<file path="config.mk">
export PLATFORM = sky130hd
export DESIGN_NAME = usb_bus_turnaround_ctrl
export DESIGN_NICKNAME = d
export VERILOG_FILES = /design/src/rtl/usb_bus_turnaround_ctrl.sv
export SDC_FILE = /design/constraint.sdc
export NUM_CORES = 1
export LEC_CHECK = 0
export CORE_ASPECT_RATIO = 0.75
export CORE_UTILIZATION = 50
export DETAILED_ROUTE_END_ITERATION = 12
export PLACE_DENSITY = 0.71
export SYNTH_ARGS = -nofsm -noshare
export SYNTH_HDL_FRONTEND = slang
export SYNTH_SLANG_ARGS = --single-unit
export TNS_END_PERCENT = 1
</file>
<file path="constraint.sdc">
create_clock -name clk -period 1.7 [get_ports clk]
set_input_delay 0.34 -clock clk [delete_from_list [all_inputs] [get_ports clk]]
set_output_delay 0.34 -clock clk [all_outputs]
set_load 0.02 [all_outputs]
</file>
<file path="src/rtl/usb_bus_turnaround_ctrl.sv">
// USB half-duplex bus turnaround controller: arbitrates direction between the
// receiver and transmitter, enforcing inter-packet gaps and a TX watchdog.
`timescale 1ns/1ps
module usb_bus_turnaround_ctrl #(
   parameter int unsigned GAP_CYCLES     = 8,
   parameter int unsigned RELEASE_CYCLES = 2,
   parameter int unsigned TX_MAX         = 1024,
   parameter int unsigned CNT_W          = 16
) (
   input  logic clk,
   input  logic reset,
   input  logic rx_active,
   input  logic rx_eop,
   input  logic tx_request,
   input  logic tx_done,
   output logic transmitting,
   output logic tx_start,
   output logic tx_error,
   output logic busy
);

   typedef enum logic [2:0] {
      S_IDLE,
      S_RX,
      S_GAP,
      S_SETUP,
      S_TX,
      S_RELEASE
   } state_t;

   localparam logic [CNT_W-1:0] GAP_LAST = CNT_W'(GAP_CYCLES - 1);
   localparam logic [CNT_W-1:0] REL_LAST = CNT_W'(RELEASE_CYCLES - 1);
   localparam logic [CNT_W-1:0] TX_LAST  = CNT_W'(TX_MAX - 1);
   localparam logic [CNT_W-1:0] CNT_ONE  = CNT_W'(1);

   state_t           state;
   logic [CNT_W-1:0] cnt;

   // Outputs are registered alongside the state so each one is a flop that
   // mirrors the state being entered; reset clears them without a clock.
   always_ff @(posedge clk or posedge reset) begin
      if (reset) begin
         state        <= S_IDLE;
         cnt          <= '0;
         transmitting <= 1'b0;
         tx_start     <= 1'b0;
         tx_error     <= 1'b0;
         busy         <= 1'b0;
      end else begin
         tx_start <= 1'b0;
         tx_error <= 1'b0;
         case (state)
            S_IDLE: begin
               if (rx_active) begin
                  state <= S_RX;
                  busy  <= 1'b1;
               end else if (tx_request) begin
                  state        <= S_SETUP;
                  busy         <= 1'b1;
                  transmitting <= 1'b1;
               end
            end
            S_RX: begin
               if (rx_eop) begin
                  state <= S_GAP;
                  cnt   <= '0;
               end else if (!rx_active) begin
                  state <= S_IDLE;
                  busy  <= 1'b0;
               end
            end
            S_GAP: begin
               if (rx_active) begin
                  state <= S_RX;
               end else if (cnt == GAP_LAST) begin
                  state <= S_IDLE;
                  busy  <= 1'b0;
               end else begin
                  cnt <= cnt + CNT_ONE;
               end
            end
            S_SETUP: begin
               state    <= S_TX;
               cnt      <= '0;
               tx_start <= 1'b1;
            end
            // Echo of our own packet on rx_active/rx_eop is ignored here.
            S_TX: begin
               if (tx_done) begin
                  state <= S_RELEASE;
                  cnt   <= '0;
               end else if (cnt == TX_LAST) begin
                  state    <= S_RELEASE;
                  cnt      <= '0;
                  tx_error <= 1'b1;
               end else begin
                  cnt <= cnt + CNT_ONE;
               end
            end
            S_RELEASE: begin
               if (cnt == REL_LAST) begin
                  state        <= S_GAP;
                  cnt          <= '0;
                  transmitting <= 1'b0;
               end else begin
                  cnt <= cnt + CNT_ONE;
               end
            end
            default: begin
               state        <= S_IDLE;
               cnt          <= '0;
               transmitting <= 1'b0;
               busy         <= 1'b0;
            end
         endcase
      end
   end

endmodule

</file>
* Word-level counts from Yosys, hierarchy flattened *
Cells that the tools add are included.

cells by class
  add/sub/neg operators = 1
  reductions and logical operators = 7
  mux-type cells = 31
  equal/unequal tests = 21
  bitwise gates (word level) = 3

operators with widths
  operator                                                                 number
  16-bit two-way mux                                                       6
  16-bit one-hot mux with 5 select lines                                   1
  3-bit two-way mux                                                        9
  2-bit inequality test, second input constant                             9
  3-bit one-hot mux with 6 select lines                                    1
  16-bit by 1-bit adder with 16-bit output, second input constant          1
  16-bit by 1-bit equality test with 1-bit output, second input constant   1
  16-bit by 10-bit equality test with 1-bit output, second input constant  1
  16-bit by 3-bit equality test with 1-bit output, second input constant   1
  1-bit two-way mux                                                        12
  3-bit inequality test, second input constant                             4
  4-bit AND reduction                                                      2
  3-bit by 2-bit equality test with 1-bit output, second input constant    2
  3-bit equality test, second input constant                               2
  6-bit AND reduction                                                      1
  5-bit AND reduction                                                      1
  1-bit one-hot mux with 4 select lines                                    1
  4-bit OR reduction                                                       1
  3-bit by 1-bit equality test with 1-bit output, second input constant    1
  3-bit zero test                                                          1
  1-bit NOT                                                                3
  1-bit one-hot mux with 3 select lines                                    1
  3-bit OR reduction                                                       1

word-level totals
  word-level logic and storage cells = 69
  output and inout port bits = 4
  register bits = 23

* Longest topological paths before layout *
Gate-level depths: netlist of the first run.

  depth after elaboration = 4
  gate-level depth with buffers = 8
  mapped depth without buffers = 7

* Worst setup path after synthesis of the first run *
OpenSTA, ideal clock, no wires.

  path type = register -> register
  start point = register cnt[0]
  end point = register cnt[5]
  cell stages (with the launch flop) = 7
  data arrival time = 1.587 ns
  path slack = 0.036 ns
  period minus slack after synthesis = 1.664 ns
  setup time = 0.077 ns
  cell sequence = dfrtp_1 -> ha_1 -> and4bb_2 -> nand4_1 -> o211ai_1 -> or3_1 -> a21oi_1

between the ends
  word-level cells in the longest chain between the ends = 4
  elaborated cells on any way between the ends = 12
  classes of those cells = add/sub (1); eq/ne (4); mux (6); reduce/logical (1)

RTL lines
  element                                                                                                              RTL line  source
  start, declared                                                                                                      37        logic [CNT_W-1:0] cnt;
  start signal, assigned                                                                                               79        cnt <= cnt + CNT_ONE;
  start signal, assigned                                                                                               97        cnt <= cnt + CNT_ONE;
  start signal, assigned                                                                                               106       cnt <= cnt + CNT_ONE;
  16-bit by 1-bit adder with 16-bit output / 16-bit by 10-bit equality test with 1-bit output (equally long branches)  --
  16-bit two-way mux (on tied branches)                                                                                92, 75
  16-bit two-way mux (on tied branches)                                                                                89, 73
  16-bit one-hot mux with 5 select lines                                                                               52        case (state)

Several ways; a longest one is shown, not always the timed one. The select of a mux whose other input is x is not followed.
A chain may end at the register's enable or synchronous reset.

* Worst setup path in the final report of the first run *
  start point = register cnt[0]
  end point = register state[1]

between the ends
  word-level cells in the longest chain between the ends = 3
  elaborated cells on any way between the ends = 7
  classes of those cells = eq/ne (6); reduce/logical (1)

RTL lines
  element                                                                                 RTL line  source
  16-bit by 10-bit equality test with 1-bit output (tied with other cells)                92        end else if (cnt == TX_LAST) begin
  3-bit inequality test (no source line) / 2-bit inequality test (equally long branches)  --
  5-bit AND reduction (no source line) *                                                  --
  end signal, assigned                                                                    90        state <= S_RELEASE;
  end signal, assigned                                                                    93        state <= S_RELEASE;
  end signal, assigned                                                                    102       state <= S_GAP;
  end, declared                                                                           36        state_t state;

Mark *: on every way between the ends. The rest lies on a longest branch, timed or not.

==> results of run 1 <==
power breakdown:
| part | internal, mW | switching (mW) | total [mW] |
|---|---|---|---|
| sequential | 0.627 | 0.100 | 0.727 |
| combinational | 0.590 | 0.651 | 1.24 |
| clock | 0.167 | 0.172 | 0.339 |
registers in the layout, indices dropped and copies added (netlist names):
name	count
cnt	16
tx_start	1
busy	1
state	3
tx_error	1
transmitting	1
layout make-up:
type                    count  area [um2]  share of cell area, %
well taps                  36        45.0                   2.42
repair buffers             37         308                   16.5
flip-flops and latches     23         576                   30.9
multi-input cells         112         862                   46.3
inverters                   7        26.3                   1.41
clock buffers               4        45.0                   2.42
placed cells by master (no fill, tap or decap), types with 2 or more instances in the layout:
cell type        instances
xnor2_1                  8
xor2_1                   3
nor2_1                  17
inv_1                    7
buf_4                   26
nor3_1                   9
clkbuf_8                 3
dfrtp_1                 23
a21oi_1                  6
or2_2                    3
nand3_1                  4
nand2_1                  8
o31ai_1                  2
nor4b_4                  2
buf_6                    2
mux2i_1                  2
o21ai_0                  3
and3_1                   4
nand2b_1                 2
clkdlybuf4s50_1          9
or3_1                    2
nand4_1                  6
cell usage after synthesis, types with 3 or more instances:
cell / count / area (um2)
and3_1: 4 / 25.0
o21ai_0: 3 / 15.0
nor3_1: 10 / 50.1
nor2_1: 17 / 63.8
xnor2_1: 8 / 70.1
nand4_1: 6 / 37.5
buf_2: 3 / 15.0
or2_2: 3 / 18.8
inv_1: 7 / 26.3
dfrtp_1: 23 / 576
nand3_1: 4 / 20.0
a21oi_1: 7 / 35.0
nand2_1: 8 / 30.0
xor2_1: 3 / 26.3
per-layer routing:
layer	wire, um	global-route usage, %
met5	0	0
met4	37	8.18
met3	166	5.84
met2	1510	36.8
met1	1480	27.9
worst paths after layout:
path	end	start	cells past startpoint
worst max-delay path	state[1]$_DFFE_PP0P_	cnt[0]$_DFFE_PP0P_	7
worst min-delay path	state[2]$_DFFE_PP0P_	reset	3
worst max register to register	state[1]$_DFFE_PP0P_	cnt[0]$_DFFE_PP0P_	7
worst min register to register	transmitting$_DFFE_PP0P_	transmitting$_DFFE_PP0P_	1
max in group asynchronous	cnt[3]$_DFFE_PP0P_	reset	3
min in group clk	transmitting$_DFFE_PP0P_	transmitting$_DFFE_PP0P_	1
worst register-to-register path: stages (launching register included):
cell and delay, ns:
dfrtp_1 0.44, ha_4 0.18, and4bb_2 0.23, nand4_1 0.17, buf_4 0.20, nand3b_1 0.15, nand3b_4 0.11, o31ai_2 0.23
metrics by stage:
step | setup TNS, ns | worst slack, ns | power [mW]
2_1_floorplan | 0 | 0.0357 | 1.45
3_3_place_gp | -2.06 | -0.178 | 1.82
3_5_place_dp | -2.46 | -0.228 | 1.86
4_1_cts | -0.365 | -0.0798 | 2.23
5_1_grt | -2.45 | -0.171 | 2.46
6_report | -1.14 | -0.0972 | 2.31
logic make-up (layout without fill, tap and decap cells):
family                   count (synthesis)  in the layout
buffers and inverters                   11             48
adder cells (fa/ha/maj)                  2              2
AND/OR/NAND/NOR                         74             74
XOR/XNOR                                11             11
flip-flops                              23             23
multiplexers                             2              2
AO/OA/AOI/OAI                           23             23
what timing repair did:
item,in CTS,in global routing
buffers inserted,1,0
setup endpoints to repair,18,20
gates resized for setup,5,8
pin swaps,2,4
==> qor.yml, run 1 <==
outcome:
  status: "complete, but fails checks"
  violations: "negative setup slack"
synth:
  synth_xor_xnor_area_share_pct: 6.76
  synthSimpleGateAreaFrac_pct: 33.6
  ys.warnings.count: 0
  synth_nets: 154
  async_flop_share_pct: 100
  synth_compound_area_share_pct: 12.4
  synthAdderAreaFrac_pct: 1.76
  synthMuxAreaShare_pct: 1.40
  syn-cell-area_mm2: 0.00143
  yosysSeqAreaShare_pct: 40.4
  synthFlopType: "dfrtp_1"
  syn_area_per_cell_um2: 9.76
  synth_top_family_by_area: "simple AND/OR/NAND/NOR gates"
  ys_types: 48
  synthCells: 146
  synth_edf_count: 0
  ys_seq_elements: 23
clock_tree:
  cts_hold_buf: 0
  numCtsBuffers: 3
  cts_root_buffer: "clkbuf_8"
  cts_tree: "yes"
  insertion_delay_ns: 0.26
  htreeDepth: 1
  ctsLongestPathBuffers: 2
  cts_sinks: 23
  path_clk_slew_ns: 0.08
route:
  wl_per_cell_um: 14.6
  viasPerCell: 5.67
  drtIter0Drc: 63
  num_vias: 1241
  postRouteWirelength_um: 3200
  ant_nets: 0
  route.detailed.drc: 0
  drt_pass1_iterations: 4
setup_path:
  crit_arrival_ns: 1.97
  critPathCaptureType: "flip-flop"
  crit_fanout: 4
  slowest_delay_ns: 0.44
  critPathKind: "flip-flop to flip-flop"
  cp_slowest_cell: "dfrtp_1"
  reg2reg_setup_slack_ns: -0.1
  critical_path.top_delay_family: "simple AND/OR/NAND/NOR gates"
  start_kind: "flip-flop"
  worstPathCellList: "ha_4 -> and4bb_2 -> nand4_1 -> buf_4 -> nand3b_1 -> nand3b_4 -> o31ai_2"
  crit_required_ns: 1.88
  cp_num_buf_inv: 1
global_route:
  grt_use_total_pct: 21.8
  grt_overflow_total: 0
  first_global_vias: 1106
  grt_pass1_wl_um: 4920
  antenna_found_initial: 0
  grt_max_degree: 24
timing:
  fmaxAchievable_mhz: 556
  slew_headroom_pct: 74.1
  worstMarginPinSlew_ns: 0.385
  whs_ns: 0.414
  setup_viol: 17
  fin_crit_ns: 1.80
  setup_slack_ns: -0.0972
  period_share_pct: 106
  rsz0062_at_grt: "yes"
  hold_violations: 0
  finClkSkew_ns: 0.00127
  maxSlewViolCount: 0
die:
  die_y_um: 48.2
  coreArea_mm2: 0.00266
  dieArea_mm2: 0.00307
  rows: 16
  io_pins: 10
  initial_core_util_pct: 53.5
  fp.dieW_um: 63.6
cells_and_area:
  nets: 192
  drive_above_1_share_pct: 31.7
  utilization_pct: 69.9
  n_fill_cell: 205
  areaGrowthSynthToFinish_pct: 30.6
  fin_cells: 219
  design_area_mm2: 0.00186
  insertedDiodeCount: 0
placement:
  io_buffer_count: 9
  place_area_mm2: 0.00174
  dp.cells: 214
  dpl.hpwl_um: 2420
  gp_congestion: 0.844
pwr:
  ir_worst_vdd_mv: 0.819
  powerDensity_mw_per_mm2: 1240
  p_leak_nw: 0.786
min_path:
  min_path_type: "input pin to async pin"
run:
  drv_cap: 0
Note: power is estimated with default switching activity, not from simulation.
==> run 2: changes to the inputs <==
--- a/config.mk
+++ b/config.mk
@@ -6,6 +6,7 @@
 export NUM_CORES = 1
 export LEC_CHECK = 0
 export CORE_ASPECT_RATIO = 0.75
+export CORE_MARGIN = 1.5
 export CORE_UTILIZATION = 50
 export DETAILED_ROUTE_END_ITERATION = 12
 export PLACE_DENSITY = 0.71
==> run 2 against run 1 <==
The flow still finishes with violations (negative setup slack). Critical path type unchanged. Sequential share of layout area up 0.11 points. Highest routed layer unchanged. Flip-flop and latch count unchanged. Die area is 3.7% higher. Worst setup slack better by 0.020 ns. Hold slack worse by 0.00059 ns.
==> qor.yml, run 2 (same netlist as run 1, synthesis figures left out) <==
die:
  coreArea_mm2: 0.00266
  io_pins: 10
  rows: 16
  die_y_um: 49.2
  fp.dieW_um: 64.6
  initial_core_util_pct: 53.5
  dieArea_mm2: 0.00318
cells_and_area:
  nets: 195
  fin_cells: 222
  largest_reg_flops: 16
  insertedDiodeCount: 0
  final_common_cell: "buf_4"
  top_regs: "cnt: 16 flops, state: 3 flops"
  n_fill_cell: 208
  max_flop_register: "cnt"
  areaGrowthSynthToFinish_pct: 30.5
  multi_input_area_um2: 843
  drive_above_1_share_pct: 31.2
  design_area_mm2: 0.00186
  most-common-layout-cells: "31 x buf_4, 22 x dfrtp_1, 17 x nor2_1"
  final-seq-area_um2: 577
timing:
  fin_crit_ns: 1.78
  fmaxAchievable_mhz: 563
  setup_slack_ns: -0.0773
  setup_viol: 18
  finClkSkew_ns: 0.00376
  maxSlewViolCount: 0
  worstMarginPinSlew_ns: 0.399
  period_share_pct: 105
  tns_ns: -1.07
  hold_violations: 0
  slew_headroom_pct: 73.4
  rsz0062_at_grt: "yes"
route:
  postRouteWirelength_um: 3140
  route.detailed.drc: 0
  viasPerCell: 5.47
  drt_pass1_iterations: 4
  num_vias: 1215
  wl_per_cell_um: 14.1
  ant_nets: 0
  drtIter0Drc: 70
setup_path:
  crit_fanout: 7
  slowest_delay_ns: 0.42
  start_kind: "flip-flop"
  critPathKind: "flip-flop to flip-flop"
  cp.depth: 8
  worstPathCellList: "inv_1 -> ha_1 -> nor4b_2 -> and4_2 -> o2bb2ai_4 -> nor3_4 -> buf_4 -> nor3_2"
  crit_arrival_ns: 1.97
  cp_num_buf_inv: 2
  critical_path.top_delay_family: "simple AND/OR/NAND/NOR gates"
  reg2regPathDepth: 8
  critPathCaptureType: "flip-flop"
  cp_slowest_cell: "dfrtp_1"
  crit_required_ns: 1.89
  critPathLaunch: "cnt[1]$_DFFE_PP0P_"
  timing.rr.start: "cnt[1]$_DFFE_PP0P_"
clock_tree:
  ctsLongestPathBuffers: 2
  cts_tree: "yes"
  path_clk_slew_ns: 0.08
  cts_hold_buf: 0
  numCtsBuffers: 3
  htreeDepth: 1
  cts_root_buffer: "clkbuf_8"
  cts_sinks: 23
  insertion_delay_ns: 0.26
global_route:
  antenna_found_initial: 0
  first_global_vias: 1179
  grt_max_degree: 24
  grt_pass1_wl_um: 5550
  grt_use_total_pct: 22.9
  grt_overflow_total: 0
outcome:
  status: "complete, but fails checks"
  violations: "negative setup slack"
placement:
  dp.cells: 215
  gp_congestion: 0.916
  place_area_mm2: 0.00174
  dpl.hpwl_um: 2370
  io_buffer_count: 9
pwr:
  ir_worst_vdd_mv: 0.884
  p_leak_nw: 0.798
  powerDensity_mw_per_mm2: 1220
min_path:
  min_path_type: "input pin to async pin"
run:
  drv_cap: 0
## run 2: what timing repair did
action / 4_1_cts / 5_1_grt
resized for setup: 5 / 4
setup endpoints to repair: 17 / 21
setup buffers: 2 / 1
pin swaps: 2 / 3
## run 2: final timing paths
kind	end	slack (ns)
setup / recovery	cnt[2]$_DFFE_PP0P_	-0.08
hold / removal	tx_start$_DFF_PP0_	0.41
setup reg to reg	cnt[2]$_DFFE_PP0P_	-0.08
hold reg to reg	transmitting$_DFFE_PP0P_	0.52
max in group asynchronous	cnt[0]$_DFFE_PP0P_	1.04
min in group clk	transmitting$_DFFE_PP0P_	0.52
## run 2: where the power goes
part           internal [mW]  switching [mW]
sequential             0.628          0.0947
combinational          0.561           0.650
clock                  0.167           0.168
## run 2: worst register-to-register path, delay by kind of cell (launching register included)
family | cells | cell delay (ns)
flip-flops | 1 | 0.42
adder cells (fa/ha/maj) | 1 | 0.20
AO/OA/AOI/OAI | 1 | 0.21
AND/OR/NAND/NOR | 4 | 0.64
buffers and inverters | 2 | 0.24
## run 2: per-layer routing
metal	wire length, um	part of all wire [%]	GRT usage, %	vias up
met1	1520	48	31.9	577
met2	1400	44	33.9	28
li1	-	-	-	605
met4	42	1.3	8.87	0
met5	0	0	0	-
met3	180	5.7	6.24	5
## run 2: area by class of cell
cell class              instances  area share [%]
clock buffers                   4            2.42
flip-flops and latches         23            31.0
multi-input cells             112            45.4
repair buffers                 40            17.4
well taps                      36            2.42
inverters                       7            1.41
## run 2: metrics by stage
| step | util (%) | total power, mW | hold WS [ns] | worst slack [ns] |
|---|---|---|---|---|
| 3_5_place_dp | 65.5 | 1.85 | 0.499 | -0.231 |
| 6_report | 69.8 | 2.27 | 0.414 | -0.0773 |
| 4_1_cts | 69.0 | 2.23 | 0.420 | -0.0724 |
| 5_1_grt | 69.8 | 2.43 | 0.464 | -0.171 |
| 2_1_floorplan | - | 1.45 | 0.342 | 0.0357 |
| 3_3_place_gp | 65.5 | 1.82 | 0.501 | -0.177 |
==> variant (config.mk and constraints of run 2) <==
Re-encode `state_t` (6 states) as one-hot, 6 bits wide.
--- a/src/rtl/usb_bus_turnaround_ctrl.sv
+++ b/src/rtl/usb_bus_turnaround_ctrl.sv
@@ -21,9 +21,9 @@
 
-   typedef enum logic [2:0] {
-      S_IDLE,
-      S_RX,
-      S_GAP,
-      S_SETUP,
-      S_TX,
-      S_RELEASE
+   typedef enum logic [5:0] {
+      S_IDLE    = 6'b000001,
+      S_RX      = 6'b000010,
+      S_GAP     = 6'b000100,
+      S_SETUP   = 6'b001000,
+      S_TX      = 6'b010000,
+      S_RELEASE = 6'b100000
    } state_t;
Formal check against the unedited RTL: same outputs for any inputs over 10 cycles, from zero or initial values and one cycle with reset high; not proved beyond that.
==> variant against run 2 <==
- the flow still finishes with violations (setup timing)
- wire length is 56% higher
- design area is 32% higher
- sequential cell count is 3 higher
- setup slack worse by 0.44 ns
- global-route usage is 4.4 points higher
- area after synthesis is 21% higher
- largest cell class unchanged
- total power is 25% higher
- sequential share of layout area is 4.5 points lower
- cell count is 34% higher
- utilization is 5.1 points higher
- highest routed layer unchanged
==> variant: results (changes against run 2) <==
- List of most frequent post-synthesis cells: sky130_fd_sc_hd__dfrtp_1 (25), sky130_fd_sc_hd__nand2_1 (25), sky130_fd_sc_hd__nor2_1 (13) (was sky130_fd_sc_hd__dfrtp_1 (23), sky130_fd_sc_hd__nor2_1 (17), sky130_fd_sc_hd__nor3_1 (10))
- Largest cells by area after synthesis: sky130_fd_sc_hd__dfrtp_1 (36%), sky130_fd_sc_hd__nand2_1 (5.5%), sky130_fd_sc_hd__a221o_1 (5.2%) (was sky130_fd_sc_hd__dfrtp_1 (40%), sky130_fd_sc_hd__xnor2_1 (4.9%), sky130_fd_sc_hd__nor2_1 (4.5%))
- Maximum VDD drop: 0.001159 V (was 0.0008841 V)
- Largest net degree at the start of global routing: 26 (was 24)
- Fraction of final layout cells sized beyond drive strength 1: 0.3915 (was 0.3118)
- CP arrival: 2.44 ns (was 1.97 ns)
- Clock transition at the registers of the reported paths: 0.10 ns (was 0.08 ns)
- Net count reported at finish: 267 (was 195)
- Static leakage power: 1.119 nW (was 0.7975 nW)
- Final setup violation count: 22 (was 18)
- Transition time at the pin with the least slew margin: 0.6370 ns (was 0.3990 ns)
- Number of filler cells placed in the layout: 240 (was 208)
- Count of TritonRoute iterations in the first routing pass: 5 (was 4)
- Placer's final routability congestion estimate: 1.000 (was 0.9162)
- Sequential-to-total area share from yosys stat: 0.3795 (was 0.4039)
- Violations in the final reports: setup timing (unchanged)
- Average wire per cell in the routed design: 16.43 um (was 14.14 um)
- Wire length of the first global-routing pass: 7824 um (was 5547 um)
- Min setup slack post-route: -0.5187 ns (was -0.07734 ns)
- DRT iter0 DRCs: 131 (was 70)
- Final Skew: 0.008986 ns (was 0.003757 ns)
- Count of vias placed by the detailed router: 1,798 (was 1,215)
- Max stage delay cell, worst path: sky130_fd_sc_hd__or4_4 (was sky130_fd_sc_hd__dfrtp_1)
- Number of library cell types mapped by synthesis: 56 (was 48)
- All-Layer GR Usage: 0.2731 (was 0.2286)
- Post-synth net total: 195 (was 154)
- Latest clock arrival within the worst-skew pair: 0.28 ns (was 0.26 ns)
- Largest registers in the final layout: cnt: 16 flops, state: 6 flops (was cnt: 16 flops, state: 3 flops)
- Worst Path Max Fanout: 6 (was 7)
- Run status: complete, but fails checks (unchanged)
- CP startpoint: state[2] (was cnt[1])
- Detail Placement HPWL: 3636 um (was 2372 um)
- Via count of the first global-routing pass: 1,599 (was 1,179)
- Max stage delay on crit path: 0.55 ns (was 0.42 ns)
==> variant: changes by cell type in the layout (fill, tap and decap cells not counted), sizes merged, moves of 3 or more <==
cell,before,now
buf,31,70
nand2,8,25
a221o,0,9
a31oi,1,9
xnor2,8,0
nor3,11,5
nor2,18,13
a21oi,7,3
o21ai,5,9
a311oi,0,3
nor3b,0,3
or4,0,3
==> variant: path summary, 6_finish.rpt <==
kind	to	slack, ns	depth (start not counted)
min in group clk	busy	0.52	1
hold / removal	tx_start	0.19	2
setup / recovery	cnt[3]	-0.52	7
hold reg to reg	busy	0.52	1
setup reg to reg	cnt[3]	-0.52	7
max in group asynchronous	state[0]	0.96	3
==> variant: cells by family after synthesis <==
logic type	synth area share
compound gates	0.2455
xor+xnor	0.005099
fa+ha+maj	0.01456
buf+inv	0.06263
flops	0.3795
mux	0.01238
simple gates	0.2804
==> variant: power by group through the flow <==
stage	sequential [mW]	clock [mW]	combinational, mW
after global routing	0.782	0.447	1.75
after CTS	0.771	0.428	1.56
after global placement	0.771	0	1.46
after floorplan	0.810	0	0.820
final	0.774	0.418	1.64
after detailed placement	0.783	0	1.49
==> variant: what timing repair did <==
item                       in CTS  in global routing
gates resized for setup        10                 11
pin swaps                       7                  0
cloned                          0                  0
setup endpoints to repair      23                 24
buffers inserted                4                  1
==> variant: cell type report <==
cell class | count | area, um2 | share of cell area
Timing Repair Buffer | 79 | 634.4 | 0.2576
Inverter | 6 | 22.52 | 0.009146
Sequential cell | 26 | 651.9 | 0.2647
Tap cell | 40 | 50.05 | 0.02033
Clock buffer | 4 | 55.05 | 0.02236
Multi-Input combinational cell | 143 | 1049 | 0.4258
==> variant: metrics by stage <==
step | util | cells | setup WS, ns | cell area [um2] | hold WS, ns
2_1_floorplan | - | 187 | -0.3855 | 1750 | 0.3793
3_3_place_gp | 0.6956 | 289 | -0.4388 | 2287 | 0.4933
3_5_place_dp | 0.6956 | 289 | -0.5064 | 2287 | 0.5028
4_1_cts | 0.7333 | 297 | -0.4963 | 2411 | 0.1887
5_1_grt | 0.7489 | 298 | -0.5722 | 2462 | 0.1842
6_report | 0.7489 | 298 | -0.5187 | 2462 | 0.1850
==> variant: layer usage <==
metal	share of wire	track usage	routed length, um
met1	0.47	0.3852	2280
met3	0.069	0.04869	336
met4	0.021	0.09748	101
met5	0	0	0
met2	0.44	0.4268	2179
==> variant: worst register-to-register path, cell delays in order (launching register included) <==
cell and delay (ns):
sky130_fd_sc_hd__dfrtp_1 0.41, sky130_fd_sc_hd__or4_4 0.55, sky130_fd_sc_hd__or4_4 0.44, sky130_fd_sc_hd__o21bai_4 0.24, sky130_fd_sc_hd__buf_4 0.16, sky130_fd_sc_hd__buf_4 0.13, sky130_fd_sc_hd__a31oi_2 0.11, sky130_fd_sc_hd__a221o_1 0.13
